[config.mk]
export PLATFORM = sky130hd
export DESIGN_NAME = alu_exec_unit
export DESIGN_NICKNAME = d
export VERILOG_FILES = /design/src/rtl/ooo_pkg.sv /design/src/rtl/alu_result_fifo.sv /design/src/rtl/alu_exec_unit.sv
export SDC_FILE = /design/constraint.sdc
export NUM_CORES = 1
export LEC_CHECK = 0
export ABC_CLOCK_PERIOD_IN_PS = 9800
export CAP_MARGIN = 40
export CORE_MARGIN = 4
export CORE_UTILIZATION = 30
export DETAILED_ROUTE_END_ITERATION = 8
export GPL_TIMING_DRIVEN = 0
export PLACE_DENSITY_LB_ADDON = 0.08
export SKIP_CTS_REPAIR_TIMING = 1
export SYNTH_ARGS = -nofsm -noshare
export SYNTH_HDL_FRONTEND = slang
export SYNTH_SLANG_ARGS = --single-unit
[constraint.sdc]
create_clock -name clock -period 9.8 [get_ports clock]
set_input_delay 0.98 -clock clock [delete_from_list [all_inputs] [get_ports clock]]
set_output_delay 0.98 -clock clock [all_outputs]
set_load 0.02 [all_outputs]
[src/rtl/ooo_pkg.sv]
// Shared types for the out-of-order core: ALU opcode encoding, CDB packet
// layout and the default ROB tag width.
package ooo_pkg;

    localparam int ROB_ADDR_WIDTH = 4;

    // 4-bit ALU opcodes issued by the ALU reservation station.
    // Codes 11..15 are unused and produce a zero result.
    typedef enum logic [3:0] {
        ALU_ADD   = 4'd0,
        ALU_SUB   = 4'd1,
        ALU_SLL   = 4'd2,
        ALU_SLT   = 4'd3,
        ALU_SLTU  = 4'd4,
        ALU_XOR   = 4'd5,
        ALU_SRL   = 4'd6,
        ALU_SRA   = 4'd7,
        ALU_OR    = 4'd8,
        ALU_AND   = 4'd9,
        ALU_PASSB = 4'd10
    } alu_op_e;

    // One result broadcast on the Common Data Bus.
    typedef struct packed {
        logic [ROB_ADDR_WIDTH-1:0] tag;
        logic [31:0]               data;
    } cdb_pkt_t;

endpackage

[src/rtl/alu_result_fifo.sv]
// Small in-order result buffer between the execute register and the CDB.
// Storage, pointers and count are all cleared by reset or flush so that the
// head reads as zero afterwards. The head is a direct read of a storage
// register, so there is no combinational path from push data to the head.
module alu_result_fifo
    import ooo_pkg::*;
#(
    parameter int  DEPTH     = 2,
    parameter type payload_t = cdb_pkt_t
) (
    input  logic     clock,
    input  logic     reset,
    input  logic     flush,
    input  logic     push,
    input  payload_t push_data,
    input  logic     pop,
    output logic     full,
    output logic     empty,
    output payload_t head
);

    localparam int PTR_W = (DEPTH > 1) ? $clog2(DEPTH) : 1;
    localparam logic [PTR_W:0] FULL_COUNT = (PTR_W + 1)'(DEPTH);

    payload_t         mem_r [DEPTH];
    logic [PTR_W-1:0] wr_ptr_r;
    logic [PTR_W-1:0] rd_ptr_r;
    logic [PTR_W:0]   count_r;

    logic push_ok_s;
    logic pop_ok_s;

    // Status flags and qualified push/pop; a push into a full buffer is only
    // taken when the head leaves in the same cycle.
    always_comb begin
        full      = (count_r == FULL_COUNT);
        empty     = (count_r == '0);
        pop_ok_s  = pop && !empty;
        push_ok_s = push && (!full || pop_ok_s);
        head      = mem_r[rd_ptr_r];
    end

    // Storage, pointer and occupancy update; reset and flush discard everything.
    always_ff @(posedge clock) begin
        if (reset || flush) begin
            for (int i = 0; i < DEPTH; i++) begin
                mem_r[i] <= '0;
            end
            wr_ptr_r <= '0;
            rd_ptr_r <= '0;
            count_r  <= '0;
        end else begin
            if (push_ok_s) begin
                mem_r[wr_ptr_r] <= push_data;
                wr_ptr_r        <= wr_ptr_r + PTR_W'(1);
            end else begin
                wr_ptr_r <= wr_ptr_r;
            end
            if (pop_ok_s) begin
                rd_ptr_r <= rd_ptr_r + PTR_W'(1);
            end else begin
                rd_ptr_r <= rd_ptr_r;
            end
            case ({push_ok_s, pop_ok_s})
                2'b10:   count_r <= count_r + (PTR_W + 1)'(1);
                2'b01:   count_r <= count_r - (PTR_W + 1)'(1);
                default: count_r <= count_r;
            endcase
        end
    end

endmodule

[src/rtl/alu_exec_unit.sv]
// Single-cycle RV32I integer ALU execution stage. The result is computed from
// the issue inputs, captured in the execute register E, moved into a result
// FIFO and broadcast on the CDB under a request/grant handshake.
module alu_exec_unit
    import ooo_pkg::*;
#(
    parameter int ROB_ADDR_WIDTH = ooo_pkg::ROB_ADDR_WIDTH,
    parameter int RESULT_DEPTH   = 2
) (
    input  logic                      clock,
    input  logic                      reset,
    input  logic                      issue_valid,
    input  logic [3:0]                issue_alu_op,
    input  logic [31:0]               issue_src1_value,
    input  logic [31:0]               issue_src2_value,
    input  logic [ROB_ADDR_WIDTH-1:0] issue_dest_tag,
    output logic                      issue_ready,
    input  logic                      flush,
    output logic                      cdb_req,
    output logic [ROB_ADDR_WIDTH-1:0] cdb_tag,
    output logic [31:0]               cdb_data,
    input  logic                      cdb_grant
);

    // Local packet type so the tag width follows this instance's parameter.
    typedef struct packed {
        logic [ROB_ADDR_WIDTH-1:0] tag;
        logic [31:0]               data;
    } pkt_t;

    // RV32I integer ALU; shifts use only the low five bits of operand B.
    function automatic logic [31:0] alu_compute(input alu_op_e op,
                                                input logic [31:0] a,
                                                input logic [31:0] b);
        logic [4:0]  shamt;
        logic [31:0] res;
        shamt = b[4:0];
        res   = 32'd0;
        case (op)
            ALU_ADD:   res = a + b;
            ALU_SUB:   res = a - b;
            ALU_SLL:   res = a << shamt;
            ALU_SLT:   res = ($signed(a) < $signed(b)) ? 32'd1 : 32'd0;
            ALU_SLTU:  res = (a < b) ? 32'd1 : 32'd0;
            ALU_XOR:   res = a ^ b;
            ALU_SRL:   res = a >> shamt;
            ALU_SRA:   res = 32'($signed(a) >>> shamt);
            ALU_OR:    res = a | b;
            ALU_AND:   res = a & b;
            ALU_PASSB: res = b;
            default:   res = 32'd0;
        endcase
        return res;
    endfunction

    logic                      e_valid_r;
    logic [ROB_ADDR_WIDTH-1:0] e_tag_r;
    logic [31:0]               e_data_r;

    logic [31:0] alu_result_s;
    logic        fifo_full_s;
    logic        fifo_empty_s;
    logic        pop_s;
    logic        drain_s;
    logic        accept_s;
    pkt_t        push_pkt_s;
    pkt_t        head_pkt_s;

    // Issue-side datapath and handshake. issue_ready depends on cdb_grant
    // because a pop frees the slot E needs to drain into. It is also held
    // high during reset and flush so the reservation station can drain.
    always_comb begin
        alu_result_s    = alu_compute(alu_op_e'(issue_alu_op),
                                      issue_src1_value, issue_src2_value);
        pop_s           = !fifo_empty_s && cdb_grant;
        drain_s         = e_valid_r && (!fifo_full_s || pop_s);
        issue_ready     = reset || flush || !e_valid_r || drain_s;
        accept_s        = issue_valid && issue_ready;
        push_pkt_s.tag  = e_tag_r;
        push_pkt_s.data = e_data_r;
    end

    // Execute register E: squashed by reset or flush, loaded on accept,
    // emptied once its result has moved into the FIFO.
    always_ff @(posedge clock) begin
        if (reset || flush) begin
            e_valid_r <= 1'b0;
            e_tag_r   <= '0;
            e_data_r  <= 32'd0;
        end else if (accept_s) begin
            e_valid_r <= 1'b1;
            e_tag_r   <= issue_dest_tag;
            e_data_r  <= alu_result_s;
        end else if (drain_s) begin
            e_valid_r <= 1'b0;
        end else begin
            e_valid_r <= e_valid_r;
        end
    end

    alu_result_fifo #(
        .DEPTH     (RESULT_DEPTH),
        .payload_t (pkt_t)
    ) u_result_fifo (
        .clock     (clock),
        .reset     (reset),
        .flush     (flush),
        .push      (drain_s),
        .push_data (push_pkt_s),
        .pop       (pop_s),
        .full      (fifo_full_s),
        .empty     (fifo_empty_s),
        .head      (head_pkt_s)
    );

    // CDB side is driven only from FIFO state, never from the issue inputs.
    always_comb begin
        cdb_req  = !fifo_empty_s;
        cdb_tag  = head_pkt_s.tag;
        cdb_data = head_pkt_s.data;
    end

endmodule
==> impl_metrics.toml, run 1 <==
[status]
outcome = "finished clean"

[detailed_routing]
routed_via_density = 6.06
drcViolationCount = 0
dr.pass1.iters = 6
vias = 15200
wl_per_cell_um = 29.7
ant_nets = 0
drt_iter0_markers = 1583
routed_wl_um = 74400

[yosys]
synth.distinct_cells = 82
yosys.area.top_type_share = 0.162
synth_seq_cells = 114
synth_edf_count = 72
synth_area_leaders = "edfxtp_1 (16%), ha_1 (9.2%), a21oi_1 (7.3%)"
synth_ff_type = "edfxtp_1"
syn_inst = 1751
yosys-top-cells-count = "a21oi_1 (194), nor2_1 (186), nand2_1 (147), o21ai_0 (140), ha_1 (98)"
yosysSeqAreaShare = 0.225
netlist.top_cell.by_area = "edfxtp_1"
synth_area_um2 = 13300
synth_most_common_cell = "a21oi_1"
synth_warnings = 0
syn_area_per_cell_um2 = 7.61
async_reset_ff_frac = 0
syn_nets = 1928

[cts]
clkTransAtPathRegs_ns = 0.06
cts-root-buf = "clkbuf_16"
clockBufferDepth = 2
cts-htree-levels = 4
cts_tree = "yes"
cts_inserted_buffers = 17
insertion_delay_ns = 0.41
clock_sinks = 114

[setup_path]
crit_type = "input port to register"
path_cells = "clkdlybuf4s50_1 -> clkbuf_1 -> clkinv_1 -> clkbuf_1 -> ha_1 -> clkbuf_1 -> a31oi_1 -> a21oi_1 -> o211ai_1 -> a31oi_1 -> a311oi_1 -> o221ai_1 -> a211oi_1 -> xnor2_1 -> o21ai_1"
crit_fanout = 11
rrSetupSlack_ns = 6.79
worstPathArrival_ns = 6.44
cp_top_family = "compound AO/OA/AOI/OAI gates"
cp_data_required_time_ns = 10.09
reg2regPathDepth = 7
worst_setup_path_end_kind = "register"
rr_startpoint = "u_result_fifo.count_r[0]"
slowest_delay_ns = 0.78
crit_path_top_delay_cell = "a311oi_1"
rr_endpoint = "e_data_r[14]"
crit_buf_inv = 5
cpMostUsedCell = "clkbuf_1"
worst_setup_path_start_kind = "input port"

[die]
die-width_um = 219
start_util = 0.307
die_y_um = 219
coreArea_um2 = 43500
core.rowCount = 76
die_area_um2 = 47800
io-pin-count = 115

[placed_design]
hpwl_um = 60600
dp.cells = 2473
pre_cts_slack_ns = 3.39
port_buffers = 114
gp_congestion = 1.04

[power]
swShare = 0.392
pwr-share-clk = 0.320
peakVddDrop_mv = 0.108
p_comb_frac = 0.389
power_density_nw_per_um2 = 115
sequentialPowerShare = 0.291
switchingPower_uw = 720
power.leakage_uw = 0.00625
p_int_uw = 1120

[flow_run]
maxCapViolations = 0

[cells_and_area]
fin_nets = 2084
final.fill_count = 4730
layout-drive-gt1-share = 0.0911
antennaDiodeCount = 0
area_growth_pct = 20.3
fin_cells = 2505
post-route-util = 0.369

[global_route]
grt_start_max_net_pins = 21
grt_pass1_wl_um = 106000
grt_pass1_vias = 14900
overflow = 0
grt_usage = 0.303
antenna_found_initial = 1

[worst_hold_path]
holdPathStages = 2
whs_endpoint = "e_data_r[2]"
hold_start = "e_data_r[2]"
hold_path_class = "register to register"

[timing]
layout_worst_path_cycle_share = 0.627
setup_ws_ns = 3.65
setup_viol = 0
setup_tns_ns = 0
max_freq_mhz = 163
hold_viol_final = 0
drv_slew = 0
grt_setup_unrepaired = "no"
max_slew.worst_pin.slew_ns = 1.04
finalCriticalPeriod_ns = 6.15
finalClockSkew_ns = 0.0135
relSlewSlack = 0.300
-- worst max-delay path by stage --
stage	depth (start not counted)	slack, ns	start	endpoint
final	15	3.65	issue_src2_value[3]	e_data_r[31]
after global routing	17	3.53	issue_src2_value[2]	e_data_r[16]
after detailed placement	15	3.39	issue_src2_value[3]	e_data_r[31]
after CTS	15	3.83	issue_src2_value[3]	e_data_r[31]
after global placement	15	2.71	issue_src2_value[2]	e_data_r[16]
after floorplan	3	5.53	cdb_grant	u_result_fifo.mem_r[0][0]
-- routing by layer --
metal  track usage  vias to the layer above  part of all wire
li1              -                     6739                 -
met1         0.386                     7510              0.41
met2         0.508                      772              0.47
met3        0.0388                      157             0.066
met4         0.149                        0             0.057
met5             0                        -                 0
-- cell type report --
| type | instances | area [µm²] | area share |
|---|---|---|---|
| multi-input cells | 1412 | 9460 | 0.591 |
| clock buffers | 18 | 439 | 0.0274 |
| repair buffers | 137 | 1380 | 0.0859 |
| plain buffers | 128 | 513 | 0.0320 |
| well taps | 585 | 732 | 0.0457 |
| clock inverters | 14 | 128 | 0.00797 |
| flip-flops and latches | 114 | 3000 | 0.187 |
| inverters | 97 | 364 | 0.0227 |
-- state kept, by name (all words and copies together), names as in the netlist, named ones only --
name,flops
u_result_fifo.rd_ptr_r,1
e_tag_r,4
u_result_fifo.count_r,2
e_valid_r,1
e_data_r,32
u_result_fifo.wr_ptr_r,1
u_result_fifo.mem_r,72
-- cells by family (layout without fill, tap and decap cells) --
family / Yosys count / in the layout / synth area share
xor+xnor: 11 / 11 / 0.00723
flops: 114 / 114 / 0.225
fa+ha+maj: 100 / 100 / 0.0951
compound gates: 599 / 599 / 0.289
simple gates: 571 / 571 / 0.202
mux: 131 / 131 / 0.115
buf+inv: 225 / 394 / 0.0658
-- worst register-to-register path, stage by stage, from the launching register on --
cell	delay (ns)
dfxtp_1	0.34
or3b_2	0.48
or3_1	0.43
a21oi_1	0.50
clkbuf_1	0.52
buf_1	0.47
nand2_1	0.12
o21ai_0	0.08
-- power by group through the flow --
| stage | Combinational [µW] | Clock (µW) | Sequential [µW] |
|---|---|---|---|
| final | 715 | 587 | 535 |
| after global routing | 748 | 622 | 537 |
| after CTS | 695 | 600 | 535 |
| after detailed placement | 692 | 0 | 545 |
| after global placement | 685 | 0 | 547 |
| after floorplan | 390 | 0 | 543 |
-- through the flow --
stage                     area, µm²  total power, µW  hold WS, ns
after CTS                     16000             1830        0.467
after global placement        15200             1230        0.450
after floorplan               13300              933        0.430
after detailed placement      15500             1240        0.459
final                         16000             1840        0.465
after global routing          16000             1910        0.484
-- cells in the final DEF (no fill, tap or decap), types with 18 or more instances in the layout --
| master | Yosys | layout |
|---|---|---|
| a21oi_1 | 194 | 194 |
| nor3_1 | 32 | 32 |
| ha_1 | 98 | 98 |
| and2_1 | 80 | 80 |
| clkdlybuf4s50_1 | 0 | 114 |
| inv_1 | 92 | 92 |
| mux2i_1 | 60 | 60 |
| a221oi_1 | 18 | 18 |
| o21ai_0 | 140 | 138 |
| a22oi_1 | 20 | 20 |
| nor2_1 | 186 | 186 |
| o211ai_1 | 23 | 23 |
| clkbuf_1 | 84 | 84 |
| buf_2 | 19 | 25 |
| nand2_1 | 147 | 147 |
| nand3_1 | 23 | 23 |
| buf_1 | 23 | 25 |
| dfxtp_1 | 42 | 42 |
| edfxtp_1 | 72 | 72 |
| nand2b_1 | 18 | 18 |
| a211oi_1 | 41 | 41 |
| mux2_2 | 59 | 59 |
Power figures use the tool's default switching activity.
==> run 2: changes to the inputs <==
--- a/config.mk
+++ b/config.mk
@@ -5,7 +5,7 @@
 export SDC_FILE = /design/constraint.sdc
 export NUM_CORES = 1
 export LEC_CHECK = 0
-export ABC_CLOCK_PERIOD_IN_PS = 9800
+export ABC_CLOCK_PERIOD_IN_PS = 5600
 export CAP_MARGIN = 40
 export CORE_MARGIN = 4
 export CORE_UTILIZATION = 30
==> constraint.sdc (replaced) <==
create_clock -name clock -period 5.6 [get_ports clock]
set_input_delay 0.56 -clock clock [delete_from_list [all_inputs] [get_ports clock]]
set_output_delay 0.56 -clock clock [all_outputs]
set_load 0.02 [all_outputs]
==> run 2 against run 1 <==
  * Register-to-register slack worse by 4.2 ns
  * Combinational power is 75% higher
  * Critical path type unchanged
  * Critical endpoint is now e_data_r[16]
  * Global-route usage stayed put
  * Via count is 0.29% higher
  * Largest power group unchanged
==> impl_metrics.toml, run 2 (synthesis gave the netlist of run 1 again) <==
[detailed_routing]
wl_per_cell_um = 29.8
vias = 15200
ant_nets = 0
routed_wl_um = 74700
drt_iter0_markers = 1563
drcViolationCount = 0
dr.pass1.iters = 6
routed_via_density = 6.08

[global_route]
grt_pass1_vias = 14900
overflow = 0
grt_pass1_wl_um = 106000
antenna_found_initial = 1
grt_start_max_net_pins = 21
grt_usage = 0.303

[cells_and_area]
final.fill_count = 4726
fin_nets = 2084
final_common_cell = "a21oi_1"
area_growth_pct = 20.4
largest_reg_flops = 72
reg.largest.list = "u_result_fifo.mem_r x72, e_data_r x32, e_tag_r x4"
post-route-util = 0.369
top_register = "u_result_fifo.mem_r"
layout-drive-gt1-share = 0.0932
antennaDiodeCount = 0
final_cell_mix = "a21oi_1 (194), nor2_1 (186), nand2_1 (147)"
fin_cells = 2505

[timing]
drv_slew = 0
finalClockSkew_ns = 0.0147
grt_setup_unrepaired = "no"
relSlewSlack = 0.318
hold_viol_final = 0
layout_worst_path_cycle_share = 0.971
finalCriticalPeriod_ns = 5.44
max_slew.worst_pin.slew_ns = 1.01
max_freq_mhz = 184
setup_viol = 0

[die]
coreArea_um2 = 43500
die_area_um2 = 47800
io-pin-count = 115
die-width_um = 219
core.rowCount = 76
die_y_um = 219
start_util = 0.307

[worst_hold_path]
hold_path_class = "register to register"

[setup_path]
slowest_delay_ns = 0.83
crit_path_top_delay_cell = "a2111oi_0"
crit_buf_inv = 7
cp_data_required_time_ns = 5.88
cp_top_family = "buffers and inverters"
worst_setup_path_start_kind = "input port"
path_cells = "clkdlybuf4s50_1 -> clkinv_1 -> buf_1 -> buf_1 -> buf_6 -> ha_1 -> buf_2 -> o21ba_2 -> o21ai_0 -> a31o_2 -> o41a_1 -> or2_1 -> nor2_1 -> a211oi_1 -> a21oi_1 -> a2111oi_0 -> buf_2 -> o21ai_0"
worst_setup_path_end_kind = "register"
worstPathArrival_ns = 5.72
crit_type = "input port to register"
crit_fanout = 11

[cts]
cts-htree-levels = 4
insertion_delay_ns = 0.42
cts_inserted_buffers = 17
cts-root-buf = "clkbuf_16"
clock_sinks = 114
cts_tree = "yes"
clockBufferDepth = 2
clkTransAtPathRegs_ns = 0.06

[power]
power_density_nw_per_um2 = 201
p_comb_frac = 0.390
swShare = 0.393
p_int_uw = 1960
peakVddDrop_mv = 0.187
pwr-share-clk = 0.320
sequentialPowerShare = 0.291
switchingPower_uw = 1260
power.leakage_uw = 0.00626

[placed_design]
dp.cells = 2473
port_buffers = 114
hpwl_um = 60600
gp_congestion = 1.04

[flow_run]
maxCapViolations = 0

[status]
outcome = "finished clean"
==> run 2: cell type report <==
type	count	area, µm²	share of cell area
plain buffers	128	514	0.0321
clock buffers	18	439	0.0274
clock inverters	14	128	0.00796
inverters	97	368	0.0229
multi-input cells	1412	9480	0.591
flip-flops and latches	114	3000	0.187
well taps	585	732	0.0456
repair buffers	137	1380	0.0858
==> run 2: worst min-delay path: stages, from the launching register on <==
cell,delay (ns)
dfxtp_1,0.31
nand2_1,0.05
a21oi_1,0.05
==> run 2: power by group through the flow <==
stage / registers [µW] / clock network [µW] / logic (µW)
after floorplan: 950 / 0 / 682
after global placement: 957 / 0 / 1200
after detailed placement: 954 / 0 / 1210
after CTS: 937 / 1050 / 1220
after global routing: 939 / 1090 / 1310
final: 936 / 1030 / 1250
==> run 2: per-layer routing <==
| metal | track usage | wire length [µm] | vias to the layer above |
|---|---|---|---|
| li1 | - | - | 6727 |
| met4 | 0.149 | 4350 | 0 |
| met3 | 0.0388 | 5330 | 171 |
| met5 | 0 | 0 | - |
| met1 | 0.386 | 30300 | 7499 |
| met2 | 0.508 | 34700 | 825 |
==> run 2: path summary, 6_finish.rpt <==
check	startpoint	endpoint	slack (ns)	cells after the start
worst min register to register	e_data_r[2]	e_data_r[2]	0.46	2
worst min-delay path	e_data_r[2]	e_data_r[2]	0.46	2
worst max-delay path	issue_src2_value[2]	e_data_r[16]	0.16	18
worst max register to register	u_result_fifo.count_r[0]	e_data_r[14]	2.59	7
==> run 2: per-stage QoR <==
step	power [µW]	cell area, µm²	hold WS [ns]	worst slack [ns]	TNS [ns]
final	3220	16000	0.465	0.162	0
after global routing	3340	16000	0.484	0.0161	0
after detailed placement	2160	15500	0.459	-0.389	-1.00
after global placement	2160	15200	0.450	-1.07	-66.32
after CTS	3200	16000	0.467	0.0527	0
after floorplan	1630	13300	0.430	1.75	0
